$ cat src/rtl/queue_pack_ctrl.sv
// queue_pack_ctrl
//   Feeds an external 4x8-bit shift queue from a byte stream. Each byte it
//   accepts becomes one single-cycle ENA pulse into the queue. After four
//   shifts, the queue's 32-bit word is presented on a valid/ready output port.
//   A partial word is padded with PAD_BYTE and emitted. This happens on an
//   explicit FLUSH or after TIMEOUT_CYC idle cycles.
//
// Ports
//   CLK, RST               clock (rising edge), async active-high reset
//   IN_VALID/IN_DATA/IN_READY   byte source handshake
//   FLUSH                  single-cycle request to emit the partial word
//   Q_ENA, Q_DATAIN        drive the queue (shift on ENA rising edge)
//   Q_DATAOUT              queue contents, oldest byte in [31:24]
//   OUT_VALID/OUT_DATA/OUT_READY  word consumer handshake
//   OUT_BYTES              number of real (non-pad) bytes in OUT_DATA, 1..4

module queue_pack_ctrl #(
    parameter int unsigned TIMEOUT_CYC = 16,
    parameter logic [7:0]  PAD_BYTE    = 8'h00
) (
    input  logic        CLK,
    input  logic        RST,
    input  logic        IN_VALID,
    input  logic [7:0]  IN_DATA,
    output logic        IN_READY,
    input  logic        FLUSH,
    output logic        Q_ENA,
    output logic [7:0]  Q_DATAIN,
    input  logic [31:0] Q_DATAOUT,
    output logic        OUT_VALID,
    output logic [31:0] OUT_DATA,
    output logic [2:0]  OUT_BYTES,
    input  logic        OUT_READY
);

    localparam int unsigned IW = (TIMEOUT_CYC > 0) ? $clog2(TIMEOUT_CYC + 1) : 1;

    typedef enum logic [2:0] {IDLE, SHIFT, GAP, PAD, PADGAP, HOLD} state_t;

    state_t          state_q, state_d;
    logic [2:0]      cnt_q, cnt_d;
    logic [2:0]      real_cnt_q, real_cnt_d;
    logic            flush_pend_q, flush_pend_d;
    logic [IW-1:0]   idle_cnt_q, idle_cnt_d;
    logic            q_ena_q, q_ena_d;
    logic [7:0]      q_datain_q, q_datain_d;
    logic            out_valid_q, out_valid_d;
    logic [31:0]     out_data_q, out_data_d;
    logic [2:0]      out_bytes_q, out_bytes_d;
    logic            accept;
    logic            partial;
    logic            capture;

    assign IN_READY  = ((state_q == IDLE) || (state_q == GAP)) && (cnt_q < 3'd4)
                       && !flush_pend_q && !RST;
    assign accept    = IN_VALID && IN_READY;
    assign partial   = (cnt_q != 3'd0) && (cnt_q < 3'd4);

    assign Q_ENA     = q_ena_q;
    assign Q_DATAIN  = q_datain_q;
    assign OUT_VALID = out_valid_q;
    assign OUT_DATA  = out_data_q;
    assign OUT_BYTES = out_bytes_q;

    always_comb begin
        state_d      = state_q;
        cnt_d        = cnt_q;
        real_cnt_d   = real_cnt_q;
        flush_pend_d = flush_pend_q;
        idle_cnt_d   = idle_cnt_q;
        q_datain_d   = q_datain_q;
        out_data_d   = out_data_q;
        out_bytes_d  = out_bytes_q;
        capture      = 1'b0;

        case (state_q)
            IDLE: begin
                // A pending flush (explicit or timeout) starts padding from rest.
                if (flush_pend_q) begin
                    state_d    = PAD;
                    q_datain_d = PAD_BYTE;
                end else if (accept) begin
                    state_d    = SHIFT;
                    q_datain_d = IN_DATA;
                end
            end
            SHIFT: begin
                cnt_d      = cnt_q + 3'd1;
                real_cnt_d = real_cnt_q + 3'd1;
                state_d    = GAP;
            end
            GAP: begin
                if (cnt_q == 3'd4) begin
                    capture = 1'b1;
                    state_d = HOLD;
                end else if (flush_pend_q) begin
                    state_d    = PAD;
                    q_datain_d = PAD_BYTE;
                end else if (accept) begin
                    state_d    = SHIFT;
                    q_datain_d = IN_DATA;
                end else begin
                    state_d = IDLE;
                end
            end
            PAD: begin
                cnt_d   = cnt_q + 3'd1;
                state_d = PADGAP;
            end
            PADGAP: begin
                if (cnt_q == 3'd4) begin
                    capture = 1'b1;
                    state_d = HOLD;
                end else begin
                    state_d    = PAD;
                    q_datain_d = PAD_BYTE;
                end
            end
            HOLD: begin
                if (OUT_READY) begin
                    state_d    = IDLE;
                    cnt_d      = 3'd0;
                    real_cnt_d = 3'd0;
                end
            end
            default: state_d = IDLE;
        endcase

        // In SHIFT the byte is already taken even though cnt has not moved yet.
        if (FLUSH && ((state_q == IDLE) || (state_q == SHIFT) || (state_q == GAP))
            && (partial || accept || (state_q == SHIFT)))
            flush_pend_d = 1'b1;

        if (accept || (cnt_q == 3'd0) || flush_pend_q) begin
            idle_cnt_d = '0;
        end else if ((state_q == IDLE) && (TIMEOUT_CYC != 0)) begin
            if (idle_cnt_q == IW'(TIMEOUT_CYC))
                flush_pend_d = 1'b1;
            else
                idle_cnt_d = idle_cnt_q + 1'b1;
        end

        // Capture also drops a flush that raced with the 4th byte, so no
        // empty padded word follows a full one.
        if (capture) begin
            out_data_d   = Q_DATAOUT;
            out_bytes_d  = real_cnt_q;
            flush_pend_d = 1'b0;
        end

        q_ena_d     = (state_d == SHIFT) || (state_d == PAD);
        out_valid_d = (state_d == HOLD);
    end

    always_ff @(posedge CLK or posedge RST) begin
        if (RST) begin
            state_q      <= IDLE;
            cnt_q        <= '0;
            real_cnt_q   <= '0;
            flush_pend_q <= 1'b0;
            idle_cnt_q   <= '0;
            q_ena_q      <= 1'b0;
            q_datain_q   <= '0;
            out_valid_q  <= 1'b0;
            out_data_q   <= '0;
            out_bytes_q  <= '0;
        end else begin
            state_q      <= state_d;
            cnt_q        <= cnt_d;
            real_cnt_q   <= real_cnt_d;
            flush_pend_q <= flush_pend_d;
            idle_cnt_q   <= idle_cnt_d;
            q_ena_q      <= q_ena_d;
            q_datain_q   <= q_datain_d;
            out_valid_q  <= out_valid_d;
            out_data_q   <= out_data_d;
            out_bytes_q  <= out_bytes_d;
        end
    end

endmodule

$ cat config.mk
export PLATFORM = sky130hd
export DESIGN_NAME = queue_pack_ctrl
export DESIGN_NICKNAME = d
export VERILOG_FILES = /design/src/rtl/queue_pack_ctrl.sv
export SDC_FILE = /design/constraint.sdc
export NUM_CORES = 1
export LEC_CHECK = 0
export CAP_MARGIN = 20
export CORE_UTILIZATION = 40
export CTS_BUF_LIST = sky130_fd_sc_hd__clkbuf_16
export DETAILED_ROUTE_END_ITERATION = 6
export GPL_TIMING_DRIVEN = 0
export PLACE_DENSITY = 0.84
export SLEW_MARGIN = 10
export SYNTH_ARGS = -nofsm -noshare
export SYNTH_HDL_FRONTEND = slang
export SYNTH_SLANG_ARGS = --single-unit
$ cat constraint.sdc
create_clock -name CLK -period 1.9 [get_ports CLK]
set_clock_uncertainty 0.05 [all_clocks]
set_input_delay 0.38 -clock CLK [delete_from_list [all_inputs] [get_ports CLK]]
set_output_delay 0.38 -clock CLK [all_outputs]
set_load 0.005 [all_outputs]
# Yosys cells after proc, flatten, opt, wreduce, memory -nomap -nowiden
# Cells that the tools add are included.
[word_totals]
regBits = 60
inputBits = 45
out_inout_bits = 46
elab_cells = 84
[op_classes]
add_sub_neg = 3
order_cmp = 1
eq_ne = 14
muxes = 26
n_reduce_logical = 30
[op_table]
columns = ["cell", "n"]
rows = [
  ["$mux W8", 4],
  ["$pmux W8 S3", 1],
  ["$mux W3", 6],
  ["$pmux W3 S6", 1],
  ["$mux W5", 3],
  ["$eq A3 B3 Y1 const B", 4],
  ["$pmux W3 S2", 2],
  ["$eq A3 B2 Y1 const B", 3],
  ["$logic_or A1 B1 Y1", 8],
  ["$mux W1", 8],
  ["$ne A2 B2 Y1 const B", 4],
  ["$logic_and A1 B1 Y1", 7],
  ["$add A3 B1 Y3 const B", 2],
  ["$eq A3 B1 Y1 const B", 2],
  ["$logic_not A3 Y1", 2],
  ["$reduce_and A2 Y1", 3],
  ["$reduce_bool A2 Y1", 3],
  ["$reduce_bool A3 Y1", 2],
  ["$add A5 B1 Y5 const B", 1],
  ["$eq A5 B5 Y1 const B", 1],
  ["$reduce_or A2 Y1", 2],
  ["$lt A3 B3 Y1 const B", 1],
  ["$reduce_and A3 Y1", 1],
  ["$logic_not A1 Y1", 2],
  ["$mux W2", 1],
]

# Depth between registers and ports, before layout
[logic_depth]
depth_word = 14
mapped_depth = 7

# Worst setup path before layout
# No wires, ideal clock.
[synth_timing]
path_type = "register to register"
start = "reg cnt_q[0]"
end = "reg out_bytes_q[0] (netlist: OUT_BYTES[0])"
setup_time_ps = 125
arrival_ps = 1637
required_time_ps = 1725
path_slack_ps = 88
path_stages_with_launch = 8
path_buffers = 2
synth_period_minus_slack_ps = 1812
path_cell_list = "dfrtp_1 -> inv_1 -> ha_1 -> and3b_1 -> a21boi_2 -> buf_6 -> buf_6 -> mux2_4"
[synth_via]
elab_chain_len = 3
[synth_lines]
columns = ["item", "line", "rtl"]
rows = [
  ["start, declared", "41", "logic [2:0] cnt_q, cnt_d;"],
  ["start signal, assigned", "169", "cnt_q <= cnt_d;"],
  ["$eq A3 B3 Y1", "93, 111", ""],
  ["$mux W1", "93, 111", ""],
  ["$mux W1", "n/a", ""],
  ["end signal, assigned", "177", "out_bytes_q <= out_bytes_d;"],
  ["end, declared", "49", "logic [2:0] out_bytes_q, out_bytes_d;"],
]
# No other way between the ends.
# A chain may end at the register's enable or synchronous reset.

# Worst setup path after layout
[layout_timing]
start = "reg cnt_q[0]"
end = "reg out_data_q[18] (netlist: OUT_DATA[18])"
[layout_via]
elab_chain_len = 3
[layout_lines]
columns = ["item", "line", "rtl"]
rows = [
  ["$eq A3 B3 Y1", "93, 111", ""],
  ["$mux W1", "93, 111", ""],
  ["$mux W1", "n/a", ""],
  ["end signal, assigned", "176", "out_data_q <= out_data_d;"],
  ["end, declared", "48", "logic [31:0] out_data_q, out_data_d;"],
]
# No other way between the ends.

==> results.cfg <==
[worst_hold_path]
hp-class = in2async

[setup_path]
slowest_stage = dfrtp_1
critPathMaxFanout = 10
crit_required_ns = 2.05
critPathCaptureType = register
cp.buffers_inverters = 3
startpoint_type = register
cpLargestDelayFamily = flip-flops
cp.depth = 7
slowest_delay_ns = 0.41
r2r_cells = 7
r2r_slack_ns = 0.07
timing_worst_setup_path_type = reg2reg
path_cells = inv_2 -> ha_4 -> and3b_2 -> a21boi_2 -> buf_6 -> buf_12 -> mux2_4
arrival_ns = 1.98

[drt]
viasPerCell = 5.02
drc = 10
initialDrtViolationCount = 63
wire_per_inst_um = 14.7
routed_wl_um = 5820
first_pass_iters = 6
route.vias.total = 1983
antenna_left = 0

[clock_tree]
cts_buffer_depth = 2
clk_latency_ns = 0.32
cts-buffers-inserted = 9
clk_pin_slew_ns = 0.05
clkSinkCount = 60
cts_root_buffer = clkbuf_16
cts_tree = built
cts_hold_buf = 0
htreeDepth = 3

[run]
maxCapViolations = 0

[floorplanning]
start_util = 0.423
core-area_mm2 = 0.00649
chipHeight_um = 84.9
core.rowCount = 29
ioPinCount = 91
dieArea_mm2 = 0.00721
chipWidth_um = 84.9

[final_layout]
n_fill_cell = 490
fin_util = 0.640
multi_input_area_mm2 = 0.00112
syn_to_final_growth_pct = 51.0
drive_gt1_frac = 0.239
design_area_mm2 = 0.00415
nets = 363
register_area_mm2 = 0.00150
antenna_cells = 0

[logic_synthesis]
ys_top_cells_by_count = dfrtp_1 (60), mux2_4 (29), inv_1 (18), nand2_1 (14), mux2i_1 (10)
async_flop_share = 1.00
syn-cell-area_mm2 = 0.00275
synth_edf_count = 0
synth_top_cell_by_area = dfrtp_1
syn-num-nets = 256
syn_avg_cell_area_um2 = 13.4
synth_area_leaders = dfrtp_1 (55%), mux2_4 (16%), mux2i_1 (3.6%)
syn_inst = 206
synth_top_area_share = 0.546
synth_warnings = 0
synthDistinctLibCells = 38
ys_seq_elements = 60
seq_area_frac_synth = 0.546
synth_ff_type = dfrtp_1
synth_most_common_cell = dfrtp_1

[placed_design]
port_buffers = 90
dpl_cell_area_mm2 = 0.00377
dpl.hpwl_um = 4030
routabilityCongestion = 0.868

[sta]
worstMarginPinSlew_ns = 0.665
slew-limit-headroom = 0.556
max_freq_mhz = 548
fin_crit_sh = 0.961
slew_viol_final = 0
whs_ns = 0.309
setup_viol = 0
hold_viol = 0
timing.final.crit_period_ns = 1.83
rsz0062_at_grt = false

[pwr]
power_density_mw_per_mm2 = 1690
max-vdd-ir-drop_v = 0.000905
leakagePower_nw = 1.83

[global_route]
first_global_vias = 2069
grt_pass1_wl_um = 9760
antenna_found_initial = 0
grt_start_max_net_pins = 33
grt_usage = 0.174
grt_overflow = 0

[run_status]
violations = design-rule violations
outcome = finished, violations left
## worst register-to-register path, stage by stage, from the launching register on
cell      delay [ns]
dfrtp_1         0.41
inv_2           0.08
ha_4            0.16
and3b_2         0.22
a21boi_2        0.17
buf_6           0.16
buf_12          0.15
mux2_4          0.31
## state kept, by name, summed over array words and instances (netlist names)
name,cells
OUT_DATA,32
Q_DATAIN,8
idle_cnt_q,5
OUT_BYTES,3
cnt_q,3
real_cnt_q,3
state_q,3
OUT_VALID,1
Q_ENA,1
flush_pend_q,1
## placed cells by master, fill, tap and decap left out, types with 2 or more instances in the layout
cell              n
buf_12            5
dfrtp_1          59
buf_4             4
mux2i_1           9
o21ai_0           6
mux2_4           29
a22o_1            2
clkbuf_16         9
clkdlybuf4s50_1  88
nand2_1          14
nor3_1            2
a21oi_2           2
mux2_2            6
nor2_1            8
xnor2_1           2
a21oi_1           4
nor2b_1           2
ha_1              4
clkinvlp_4        2
clkinv_2          3
nand3_1           2
a221o_1           2
xor2_1            2
inv_1            18
nand4_1           2
a32o_1            2
buf_2             3
buf_6             3
## routing by layer
metal	routed length, µm	GRT usage	up-vias	part of all wire
met5	0	0	-	0
met4	70	0.0555	0	0.012
met3	416	0.0564	7	0.071
met2	2730	0.279	65	0.47
met1	2600	0.224	977	0.45
li1	-	-	934	-
## per-stage QoR
stage / instances / TNS, ns / worst slack [ns] / power (W)
finish: 395 / 0 / 0.0749 / 0.00701
global route: 395 / 0 / 0.00350 / 0.00746
CTS: 392 / -0.0572 / -0.0107 / 0.00698
detailed placement: 374 / -3.53 / -0.309 / 0.00530
global placement: 373 / -4.81 / -0.308 / 0.00519
floorplan: 206 / 0 / 0.0883 / 0.00397
## area by class of cell
| class | count | share of cell area |
|---|---|---|
| multi-input cells | 119 | 0.271 |
| clock inverters | 7 | 0.0145 |
| plain buffers | 9 | 0.0262 |
| clock buffers | 9 | 0.0542 |
| flip-flops and latches | 60 | 0.362 |
| repair buffers | 96 | 0.232 |
| well taps | 77 | 0.0232 |
| inverters | 18 | 0.0172 |
## worst paths after layout
path,startpoint,to
max,cnt_q[0]$_DFFE_PP0P_,OUT_DATA[18]$_DFFE_PP0P_
min,RST,cnt_q[1]$_DFFE_PP0P_
max reg2reg,cnt_q[0]$_DFFE_PP0P_,OUT_DATA[18]$_DFFE_PP0P_
min reg2reg,OUT_DATA[6]$_DFFE_PP0P_,OUT_DATA[6]$_DFFE_PP0P_
max in group asynchronous,RST,state_q[2]$_DFF_PP0_
min in group CLK,OUT_DATA[6]$_DFFE_PP0P_,OUT_DATA[6]$_DFFE_PP0P_
## cell families (layout without fill, tap and decap cells)
family	count (synthesis)	after routing	synth area share
compound gates	26	26	0.0696
flops	60	60	0.546
buf+inv	27	139	0.0546
simple gates	38	38	0.0710
mux	45	45	0.219
fa+ha+maj	6	6	0.0268
xor+xnor	4	4	0.0127
## repair_timing
action,4_1_cts,5_1_grt
endpoints found under the setup margin,30,45
endpoints found under the hold margin,0,0
buffers inserted,2,3
gates resized for setup,9,8
pin swaps,2,2
## report_power, final
part	switching, W	total [W]	internal (W)
Sequential	0.000344	0.00220	0.00185
Combinational	0.00118	0.00328	0.00210
Clock	0.000540	0.00154	0.000996
Total	0.00206	0.00701	0.00495
No activity file was read; power rests on OpenSTA's default activity.
